[src/rtl/clock_pkg.sv]
// ============================================================================
// clock_pkg
// Shared mode encodings, BCD constants and BCD increment helper for the
// clock counter stages.
// Revision: 1.0
// ============================================================================
`default_nettype none

package clock_pkg;

    localparam logic [1:0] MODE_RUN     = 2'b00;
    localparam logic [1:0] MODE_SET_MIN = 2'b01;
    localparam logic [1:0] MODE_SET_SEC = 2'b10;

    localparam logic [7:0] BCD_ZERO = 8'h00;
    localparam logic [7:0] BCD_59   = 8'h59;

    // Two-digit BCD increment without terminal-value handling.
    function automatic logic [7:0] bcd_inc(input logic [7:0] v);
        if (v[3:0] == 4'd9) begin
            return {v[7:4] + 4'd1, 4'd0};
        end
        return {v[7:4], v[3:0] + 4'd1};
    endfunction

endpackage

`default_nettype wire

[src/rtl/bcd_mod_counter.sv]
// ============================================================================
// bcd_mod_counter
// Two-digit BCD counter that returns to 00 after reaching WRAP.
// Revision: 1.0
// ============================================================================
`default_nettype none

module bcd_mod_counter
    import clock_pkg::*;
#(
    parameter logic [7:0] WRAP = BCD_59
) (
    input  logic       clk,
    input  logic       reset,
    input  logic       inc,
    output logic [7:0] q,
    output logic       wrap_out
);

    logic [7:0] r_q;
    logic       w_at_wrap;

    // Values at or past WRAP (including illegal nibbles) fold back to zero.
    assign w_at_wrap = (r_q >= WRAP);
    assign wrap_out  = w_at_wrap && inc;
    assign q         = r_q;

    always_ff @(posedge clk) begin
        if (!reset) begin
            r_q <= BCD_ZERO;
        end else if (inc) begin
            r_q <= w_at_wrap ? BCD_ZERO : bcd_inc(r_q);
        end
    end

endmodule

`default_nettype wire

[src/rtl/min_sec_counter.sv]
// ============================================================================
// min_sec_counter
// BCD minutes/seconds timekeeper with set mode, blink divider and hour tick.
// Revision: 1.0
// ============================================================================
`default_nettype none

module min_sec_counter
    import clock_pkg::*;
#(
    parameter logic [7:0] SEC_WRAP  = BCD_59,
    parameter logic [7:0] MIN_WRAP  = BCD_59,
    parameter int         BLINK_DIV = 25_000_000
) (
    input  logic       clk,
    input  logic       reset,
    input  logic       sec_tick,
    input  logic       mode_btn,
    input  logic       inc_btn,
    output logic [7:0] seconds,
    output logic [7:0] minutes,
    output logic       hour_tick,
    output logic [1:0] set_mode,
    output logic       blink
);

    localparam int c_cnt_w = (BLINK_DIV > 1) ? $clog2(BLINK_DIV) : 1;
    localparam logic [c_cnt_w-1:0] c_cnt_max = c_cnt_w'(BLINK_DIV - 1);

    logic [1:0]         r_mode;
    logic [1:0]         w_mode_next;
    logic               r_hour_tick;
    logic               r_blink;
    logic [c_cnt_w-1:0] r_blink_cnt;
    logic               w_run;
    logic               w_edit_inc;
    logic               w_sec_inc;
    logic               w_min_inc;
    logic               w_sec_wrap;
    logic               w_min_wrap;

    always_comb begin
        w_mode_next = r_mode;
        case (r_mode)
            MODE_RUN:     if (mode_btn) w_mode_next = MODE_SET_MIN;
            MODE_SET_MIN: if (mode_btn) w_mode_next = MODE_SET_SEC;
            MODE_SET_SEC: if (mode_btn) w_mode_next = MODE_RUN;
            default:      w_mode_next = MODE_RUN;
        endcase
    end

    always_ff @(posedge clk) begin
        if (!reset) begin
            r_mode <= MODE_RUN;
        end else begin
            r_mode <= w_mode_next;
        end
    end

    // A mode press in the same cycle discards the edit increment.
    assign w_run      = (r_mode == MODE_RUN);
    assign w_edit_inc = inc_btn && !mode_btn;
    assign w_sec_inc  = (w_run && sec_tick) || ((r_mode == MODE_SET_SEC) && w_edit_inc);
    assign w_min_inc  = (w_run && w_sec_wrap) || ((r_mode == MODE_SET_MIN) && w_edit_inc);

    bcd_mod_counter #(
        .WRAP     (SEC_WRAP)
    ) u_sec (
        .clk      (clk),
        .reset    (reset),
        .inc      (w_sec_inc),
        .q        (seconds),
        .wrap_out (w_sec_wrap)
    );

    bcd_mod_counter #(
        .WRAP     (MIN_WRAP)
    ) u_min (
        .clk      (clk),
        .reset    (reset),
        .inc      (w_min_inc),
        .q        (minutes),
        .wrap_out (w_min_wrap)
    );

    // Minutes only wrap through a seconds carry in RUN; edits never tick the hour.
    always_ff @(posedge clk) begin
        if (!reset) begin
            r_hour_tick <= 1'b0;
        end else begin
            r_hour_tick <= w_run && w_min_wrap;
        end
    end

    always_ff @(posedge clk) begin
        if (!reset) begin
            r_blink     <= 1'b1;
            r_blink_cnt <= '0;
        end else if ((w_mode_next != r_mode) || (w_mode_next == MODE_RUN)) begin
            r_blink     <= 1'b1;
            r_blink_cnt <= '0;
        end else if (r_blink_cnt == c_cnt_max) begin
            r_blink     <= ~r_blink;
            r_blink_cnt <= '0;
        end else begin
            r_blink_cnt <= r_blink_cnt + 1'b1;
        end
    end

    assign hour_tick = r_hour_tick;
    assign set_mode  = r_mode;
    assign blink     = r_blink;

endmodule

`default_nettype wire

[config.mk]
export PLATFORM = sky130hd
export DESIGN_NAME = min_sec_counter
export DESIGN_NICKNAME = d
export VERILOG_FILES = /design/src/rtl/clock_pkg.sv /design/src/rtl/bcd_mod_counter.sv /design/src/rtl/min_sec_counter.sv
export SDC_FILE = /design/constraint.sdc
export NUM_CORES = 1
export LEC_CHECK = 0
export ABC_AREA = 1
export CORE_AREA = 2 2 83 85
export DETAILED_ROUTE_END_ITERATION = 10
export DIE_AREA = 0 0 85 87
export PLACE_DENSITY = 0.67
export SLEW_MARGIN = 0
export SYNTH_ARGS = -nofsm -noshare
export SYNTH_HDL_FRONTEND = slang
export SYNTH_HIERARCHICAL = 1
export SYNTH_SLANG_ARGS = --single-unit
[constraint.sdc]
create_clock -name clk -period 2.3 [get_ports clk]
set_input_delay 0.345 -clock clk [delete_from_list [all_inputs] [get_ports clk]]
set_output_delay 0.345 -clock clk [all_outputs]
set_load 0.05 [all_outputs]
=== After elaboration in Yosys (flattened, before gate mapping) ===
Index checks and enable logic that the tools add are counted.

* Input port bits: 5
* Register bits: 45
* Output and inout bits: 20
* Logic and storage cells: 59

* Magnitude comparators: 2
* Muxes and demuxes: 16
* Reduce and logical (&&, ||, !) cells: 20
* Bitwise operators: 2
* Eq/ne operators: 6
* Add/sub/neg operators: 5

{| class="wikitable"
|+ Operators by type and width
! kind !! number
|-
| $mux W8 || 6
|-
| $add A25 B1 Y25 const B || 1
|-
| $eq A25 B25 Y1 const B || 1
|-
| $add A4 B1 Y4 const B || 4
|-
| $ge A8 B7 Y1 const B || 2
|-
| $eq A4 B4 Y1 const B || 2
|-
| $logic_and A1 B1 Y1 || 8
|-
| $mux W1 || 6
|-
| $mux W2 || 3
|-
| $pmux W2 S3 || 1
|-
| $logic_not A2 Y1 || 2
|-
| $reduce_and A2 Y1 || 2
|-
| $reduce_bool A2 Y1 || 2
|-
| $logic_or A1 B1 Y1 || 3
|-
| $reduce_or A3 Y1 || 1
|-
| $eq A2 B1 Y1 const B || 1
|-
| $eq A2 B2 Y1 const B || 1
|-
| $ne A2 B2 Y1 || 1
|-
| $not A1 Y1 || 2
|-
| $reduce_or A2 Y1 || 1
|-
| $logic_not A1 Y1 || 1
|}

=== Depth between registers and ports, before layout ===
Gate-level depths: netlist of the first run.

* Depth after elaboration: 11
* Mapped depth: 16
* Gate-level depth less buffers: 16

=== Modules after synthesis ===
The synthesis of the first run kept the hierarchy.

{| class="wikitable"
|+ By module, submodules not included
! module !! times used !! cells each !! area an instance (um^2) !! sequential area each (um^2)
|-
| min_sec_counter || 1 || 238 || 1601.5 || 580.6
|-
| bcd_mod_counter || 2 || 59 || 461.7 || 160.2
|}

=== Worst setup path after synthesis of the first run ===
OpenSTA, ideal clock, no wires.

* Kind: reg-to-reg
* From: register r_mode[1] (netlist: set_mode[1])
* To: register u_min.r_q[3] (netlist: u_min/q[3])
* Data required time: 2.238 ns
* Period minus slack after synthesis: 2.240 ns
* Setup slack: 0.060 ns
* Arrival: 2.178 ns
* Library setup time: 0.062 ns
* Cell stages (with the launch flop): 12
* Path buffers: 0
* Cells stage by stage: dfxtp_1 nand2_1 o21ai_0 nand2_1 inv_1 nand3_1 o21ai_0 nand2_2 nor2_2 nand2_1 xor2_1 nor2_2

* Cells in the longest elaborated chain, start to end: 6
* Elaborated cells on any way between the ends: 10
* Those cells by class: 2 x eq/ne; 8 x reduce/logical

{| class="wikitable"
|+ Ends and longest elaborated chain
! element !! RTL line !! RTL
|-
| start: declaration || min_sec_counter.sv:30 || <nowiki>logic [1:0] r_mode;</nowiki>
|-
| start signal: assignment || min_sec_counter.sv:56 || <nowiki>r_mode <= w_mode_next;</nowiki>
|-
| $eq A2 B2 Y1 or $logic_not A2 Y1 (tied branches) || min_sec_counter.sv:63, min_sec_counter.sv:61 ||
|-
| $logic_and A1 B1 Y1 || min_sec_counter.sv:63 || <nowiki>assign w_sec_inc = (w_run && sec_tick) || ((r_mode == MODE_SET_SEC) && w_edit_inc);</nowiki>
|-
| $logic_or A1 B1 Y1 (*) || min_sec_counter.sv:63 ||
|-
| via w_sec_inc || min_sec_counter.sv:37 || <nowiki>logic w_sec_inc;</nowiki>
|-
| $logic_and A1 B1 Y1 (*) || bcd_mod_counter.sv:25 || <nowiki>assign wrap_out = w_at_wrap && inc;</nowiki>
|-
| via w_sec_wrap || min_sec_counter.sv:39 || <nowiki>logic w_sec_wrap;</nowiki>
|-
| $logic_and A1 B1 Y1 (*) || min_sec_counter.sv:64 || <nowiki>assign w_min_inc = (w_run && w_sec_wrap) || ((r_mode == MODE_SET_MIN) && w_edit_inc);</nowiki>
|-
| $logic_or A1 B1 Y1 (*) || min_sec_counter.sv:64 ||
|-
| via w_min_inc || min_sec_counter.sv:38 || <nowiki>logic w_min_inc;</nowiki>
|-
| end signal: assignment || bcd_mod_counter.sv:32 || <nowiki>r_q <= w_at_wrap ? BCD_ZERO : bcd_inc(r_q);</nowiki>
|-
| end: declaration || bcd_mod_counter.sv:20 || <nowiki>logic [7:0] r_q;</nowiki>
|}

The timed path passes the listed nets; every way through them passes the cells marked *.
A chain may end at the register's enable or synchronous reset.

=== Worst setup path in the final report of the first run ===
* From: register u_min.r_q[6] (netlist: u_min/q[6])
* To: output port minutes[6]

{| class="wikitable"
|+ RTL lines
! element !! RTL line !! RTL
|-
| end: declaration || min_sec_counter.sv:21 || <nowiki>output logic [7:0] minutes,</nowiki>
|}

No word-level cell between the ends.

==> results.py, run 1 <==
metrics = {
    "run_status": {
        "status": "complete, no violations",
    },
    "synth": {
        "synth_fa_ha_area_frac": 0.0248,
        "synth_xor_xnor_area_share": 0.0659,
        "syn_avg_cell_area_sq_um": 7.09,
        "netlist_area_sq_mm": 0.00252,
        "synth_edf_count": 0,
        "synth-compound-area-share": 0.0664,
        "postSynthCellCount": 356,
        "synthArstFlopShare": 0,
        "synth.area.mux_share": 0,
        "ys_seq_area_frac": 0.357,
        "synth_top_family_by_area": "simple AND/OR/NAND/NOR gates",
        "synthTopCellsByArea": "dfxtp_1, nand2_1, nor2_1",
        "syn_nets": 366,
        "synth_cell_type_count": 26,
        "synth_most_common_cell": "nand2_1",
        "netlist_top_cells_count": "nand2_1, nor2_1, dfxtp_1",
        "yosysWarnings": 6,
        "ys_ff_latch": 45,
        "synth_ff_type": "dfxtp_1",
        "synth_top_area_share": 0.357,
        "yosys.area_share.simple": 0.408,
        "yosysTopAreaCell": "dfxtp_1",
    },
    "die": {
        "fp.dieW_microns": 85,
        "io_pins": 25,
        "dieHeight_microns": 87,
        "num_rows": 30,
        "initial_core_util": 0.384,
        "design.die.area_sq_mm": 0.00740,
        "fp.coreArea_sq_mm": 0.00657,
    },
    "timing": {
        "finalSetupViolations": 0,
        "grt_setup_unrepaired": "false",
        "tightest_slew_ps": 521,
        "post-route-period-util": 0.849,
        "finalMaxSlewViolations": 0,
        "slew_headroom": 0.651,
        "tns_ps": 0,
        "finClkSkew_ps": 10.8,
        "fin_crit_ps": 1950,
        "holdWs_ps": 476,
        "max_freq_ghz": 0.512,
        "setup_ws_ps": 348,
        "hold_viol_final": 0,
    },
    "route": {
        "first_pass_iters": 5,
        "wl_mm": 4.97,
        "wl_per_cell_microns": 10.6,
        "avgViaCountPerCell": 4.68,
        "vias": 2194,
        "drtIter0Drc": 99,
        "drc": 0,
        "postRouteAntennaNets": 0,
    },
    "finish": {
        "final_cell_count_no_fill": 469,
        "diodes": 0,
        "drive_gt1_frac": 0.183,
        "postLayoutCellArea_sq_mm": 0.00296,
        "fin_nets": 398,
        "area_growth_pct": 17.2,
    },
    "setup_path": {
        "critPathKind": "register to output port",
        "crit_path_start_kind": "register",
        "cp_slowest_stage_delay_ps": 850,
        "path_buf_inv": 1,
        "worstPathArrival_ps": 1610,
        "endpoint_kind": "output port",
        "crit_path_max_fanout": 5,
        "critical-path-slowest-cell": "clkdlybuf4s50_1",
        "crit_family": "buffers and inverters",
        "crit_chain": "clkdlybuf4s50_1",
        "cp.required_ps": 1960,
    },
    "global_routing": {
        "grt_pass1_vias": 2015,
        "grt_pass1_wl_mm": 8.78,
        "antenna_found_initial": 0,
        "grt_overflow": 0,
        "grt.total_usage": 0.145,
        "grt_max_degree": 26,
    },
    "placement": {
        "gp_congestion": 0.858,
        "port_buffers": 24,
        "pre_cts_ws_ps": 109,
        "dp.final_hpwl_mm": 3.78,
        "dp.cells": 461,
        "place_area_sq_mm": 0.00285,
    },
    "flow_run": {
        "drv_cap": 0,
    },
    "clock_tree": {
        "cts_tree": "yes",
        "clk_pin_slew_ps": 90,
        "post_cts_buffers": 0,
        "clk_path_buf_depth": 2,
        "clk_latency_ps": 300,
        "ctsResizeCount": 0,
        "cts_htree_levels": 2,
        "clock-sinks": 45,
        "root_buffer": "clkbuf_8",
        "cts_made_buffers": 5,
        "ctsHoldBuffers": 0,
    },
    "pwr": {
        "powerDensity_mw_per_mm2": 518,
        "max-vdd-ir-drop_mv": 0.285,
        "total_leakage_power_nw": 0.946,
    },
    "hold_path": {
        "worstHoldPathType": "register to register",
    },
}
## tightest hold or removal path, stage by stage (launching register included)
cell	delay, ps
dfxtp_1	340
inv_1	70
nor2_2	30
## cell type report
class | count | area [sq um]
fillers | 659 | 3610
clock inverters | 3 | 43.8
multi-input cells | 267 | 1430
repair buffers | 27 | 263
clock buffers | 5 | 68.8
inverters | 42 | 158
flip-flops and latches | 45 | 901
well taps | 80 | 100
## worst paths after layout
kind / from / end / slack (ps) / cells after the start
worst max register to register: u_sec/q[5] / u_min/q[3] / 390 / 15
worst min register to register: u_min/q[7] / u_min/q[7] / 480 / 2
worst max-delay path: u_min/q[6] / minutes[6] / 350 / 1
worst min-delay path: u_min/q[7] / u_min/q[7] / 480 / 2
## layer usage
layer  wire [microns]  vias to the layer above  track usage  share of wire
met5                0                        -            0              0
met4               66                        0       0.0577          0.013
met3              224                        5       0.0370          0.045
met2             2360                       41        0.239           0.47
met1             2320                      983        0.182           0.47
li1                 -                     1165            -              -
## state kept, by name (all words and copies together) (netlist names)
register     flops
u_min/q          8
blink            1
hour_tick        1
set_mode         2
u_sec/q          8
r_blink_cnt     25
## layout by cell type, fill, tap and decap left out, drive strengths merged
cell type / n
a21oi: 16
and2: 1
buf: 3
bufinv: 1
clkbuf: 5
clkdlybuf4s50: 24
clkinv: 1
dfxtp: 45
ha: 5
inv: 43
nand2: 104
nand3: 24
nand3b: 1
nand4: 4
nor2: 82
nor2b: 1
o21ai: 8
o22ai: 1
or2: 1
xnor2: 10
xor2: 9
## through the flow
stage,util,power [mW]
floorplan,-,0.905
global placement,0.434,0.938
detailed placement,0.434,0.940
CTS,0.451,1.56
global route,0.451,1.60
finish,0.451,1.53
## cells by family (layout without fill, tap and decap cells)
| family | count (synthesis) | after routing |
|---|---|---|
| xor+xnor | 19 | 19 |
| fa+ha+maj | 5 | 5 |
| compound gates | 25 | 25 |
| flops | 45 | 45 |
| simple gates | 218 | 218 |
| buf+inv | 44 | 77 |
## power by group
group / total, mW / internal, mW / leakage (nW) / switching (mW)
sequential: 0.800 / 0.787 / 0.363 / 0.0129
clock: 0.613 / 0.326 / 0.0585 / 0.287
combinational: 0.121 / 0.0428 / 0.525 / 0.0780
No activity file was read; power rests on OpenSTA's default activity.
==> inputs of run 2 (changes only) <==
Settings changed: PLACE_DENSITY 0.67 to 0.69.
Clock period 2.3 ns to 1.75 ns, I/O delays scaled along.
==> run 2 against run 1 <==
Compared with the run above:
- cell count rose by 1.9%
- worst hold slack got worse by 11 ps
- clock power grew 35%
- die area is the same
- critical path depth grew 14
- combinational power rose by 50%
- worst setup slack got worse by 310 ps
- sequential cell count is the same
- non-clock buffer count grew 9
- wire length increased by 2.2%
- count of clock-buffer cells in the layout unchanged
- largest power group unchanged
- highest routed layer unchanged
==> results.py, run 2 (same netlist as run 1, synthesis figures left out) <==
metrics = {
    "run_status": {
        "status": "complete, no violations",
    },
    "placement": {
        "place_area_sq_mm": 0.00293,
        "dp.final_hpwl_mm": 3.92,
        "gp_congestion": 0.875,
        "pre_cts_ws_ps": -141,
        "port_buffers": 24,
    },
    "route": {
        "drc": 0,
        "vias": 2235,
        "drtIter0Drc": 105,
        "wl_per_cell_microns": 10.6,
        "postRouteAntennaNets": 0,
        "avgViaCountPerCell": 4.68,
        "first_pass_iters": 4,
        "wl_mm": 5.08,
    },
    "timing": {
        "setup_ws_ps": 34.0,
        "finalSetupViolations": 0,
        "finClkSkew_ps": 14.4,
        "fin_crit_ps": 1720,
        "tns_ps": 0,
        "slew_headroom": 0.664,
        "post-route-period-util": 0.981,
        "finalMaxSlewViolations": 0,
        "hold_viol_final": 0,
        "max_freq_ghz": 0.583,
        "tightest_slew_ps": 503,
        "grt_setup_unrepaired": "true",
    },
    "finish": {
        "largest_reg_flops": 25,
        "drive_gt1_frac": 0.299,
        "postLayoutCellArea_sq_mm": 0.00311,
        "diodes": 0,
        "fin_nets": 407,
        "area_growth_pct": 23.2,
        "mostFrequentLayoutCell": "nand2_1",
        "largest_register": "r_blink_cnt",
        "layout_common_cells": "nand2_1, nor2_1, inv_1",
    },
    "setup_path": {
        "critical_path.startpoint": "u_sec/q[5]",
        "critPathKind": "register to register",
        "crit_path_start_kind": "register",
        "r2r-start": "u_sec/q[5]",
        "cp_slowest_stage_delay_ps": 370,
        "worstPathArrival_ps": 1920,
        "crit_family": "simple AND/OR/NAND/NOR gates",
        "endpoint_kind": "register",
        "crit_chain": "inv_4 > ha_4 > inv_2 > nor2_2 > nand2_2 > nand2_2 > nand2_2 > inv_2 > nand3_2 > o21ai_4 > nand2_4 > nor2_4 > nand2_1 > xor2_1 > nor2_2",
        "path_buf_inv": 3,
        "critical-path-slowest-cell": "dfxtp_4",
        "cp.required_ps": 1960,
        "cp_common_cell": "nand2_2",
        "crit_path_max_fanout": 4,
    },
    "global_routing": {
        "grt_pass1_vias": 2142,
        "met2_usage": 0.249,
        "grt_overflow": 0,
        "antenna_found_initial": 0,
        "grt.total_usage": 0.146,
        "grt_max_degree": 17,
        "met3_usage": 0.0427,
        "grt_pass1_wl_mm": 8.91,
        "top_usage_layer": "met2",
        "met1_usage": 0.174,
    },
    "pwr": {
        "max-vdd-ir-drop_mv": 0.306,
        "total_leakage_power_nw": 1.08,
        "powerDensity_mw_per_mm2": 661,
    },
    "clock_tree": {
        "root_buffer": "clkbuf_8",
        "clk_pin_slew_ps": 90,
        "cts_tree": "yes",
        "ctsHoldBuffers": 0,
        "cts_made_buffers": 5,
        "clk_path_buf_depth": 2,
        "clock-sinks": 45,
        "cts_htree_levels": 2,
        "clk_latency_ps": 310,
    },
    "die": {
        "initial_core_util": 0.384,
        "design.die.area_sq_mm": 0.00740,
        "num_rows": 30,
        "fp.coreArea_sq_mm": 0.00657,
        "fp.dieW_microns": 85,
        "io_pins": 25,
        "dieHeight_microns": 87,
    },
    "hold_path": {
        "hold_start": "u_sec/q[7]",
        "worstHoldPathType": "register to register",
    },
    "flow_run": {
        "drv_cap": 0,
    },
}
run 2: changes by cell type in the layout (fill, tap and decap cells not counted), moves of 3 or more:
cell,previous run,this run
dfxtp_1,45,35
buf_4,3,28
dfxtp_2,0,4
clkdlybuf4s50_1,24,5
inv_1,41,38
dfxtp_4,0,6
run 2: routing by layer:
layer,vias to the layer above,share of wire
li1,1180,-
met1,1011,0.47
met2,36,0.46
met3,8,0.046
met4,0,0.017
met5,-,0
run 2: worst paths after layout:
kind	slack, ps	endpoint	cells past startpoint
worst max-delay path	30	u_min/q[3]	15
worst min-delay path	460	u_sec/q[7]	2
worst max register to register	30	u_min/q[3]	15
worst min register to register	460	u_sec/q[7]	2
run 2: power by group:
| group | switching (mW) | total (mW) | internal [mW] | leakage [nW] |
|---|---|---|---|---|
| logic | 0.113 | 0.181 | 0.0682 | 0.655 |
| registers | 0.0158 | 1.05 | 1.03 | 0.370 |
| clock network | 0.394 | 0.830 | 0.435 | 0.0563 |
| total | 0.523 | 2.06 | 1.53 | 1.08 |
run 2: per-stage QoR:
| stage | total power, mW | util | hold slack (ps) | instances |
|---|---|---|---|---|
| CTS | 2.07 | 0.465 | 471 | 476 |
| floorplan | 1.19 | - | 379 | 356 |
| global route | 2.15 | 0.474 | 491 | 478 |
| global placement | 1.24 | 0.446 | 448 | 468 |
| detailed placement | 1.25 | 0.446 | 455 | 468 |
| finish | 2.06 | 0.474 | 464 | 478 |
run 2: cell type report:
class	count	area, sq um
sequential	45	928
multi-input combinational	267	1490
clock buffer	5	68.8
tap	80	100
timing repair buffer	36	313
inverter	42	160
clock inverter	3	48.8
fill	641	3460
run 2: worst min-delay path, cell delays in order, from the launching register on:
cell and delay, ps:
dfxtp_2 350, inv_1 60, nor2_2 30
run 2: what timing repair did:
action | 4_1_cts | 5_1_grt
gates resized for setup | 1 | 11
pin swaps | 0 | 6
setup endpoints to repair | 1 | 7
setup buffers | 0 | 2
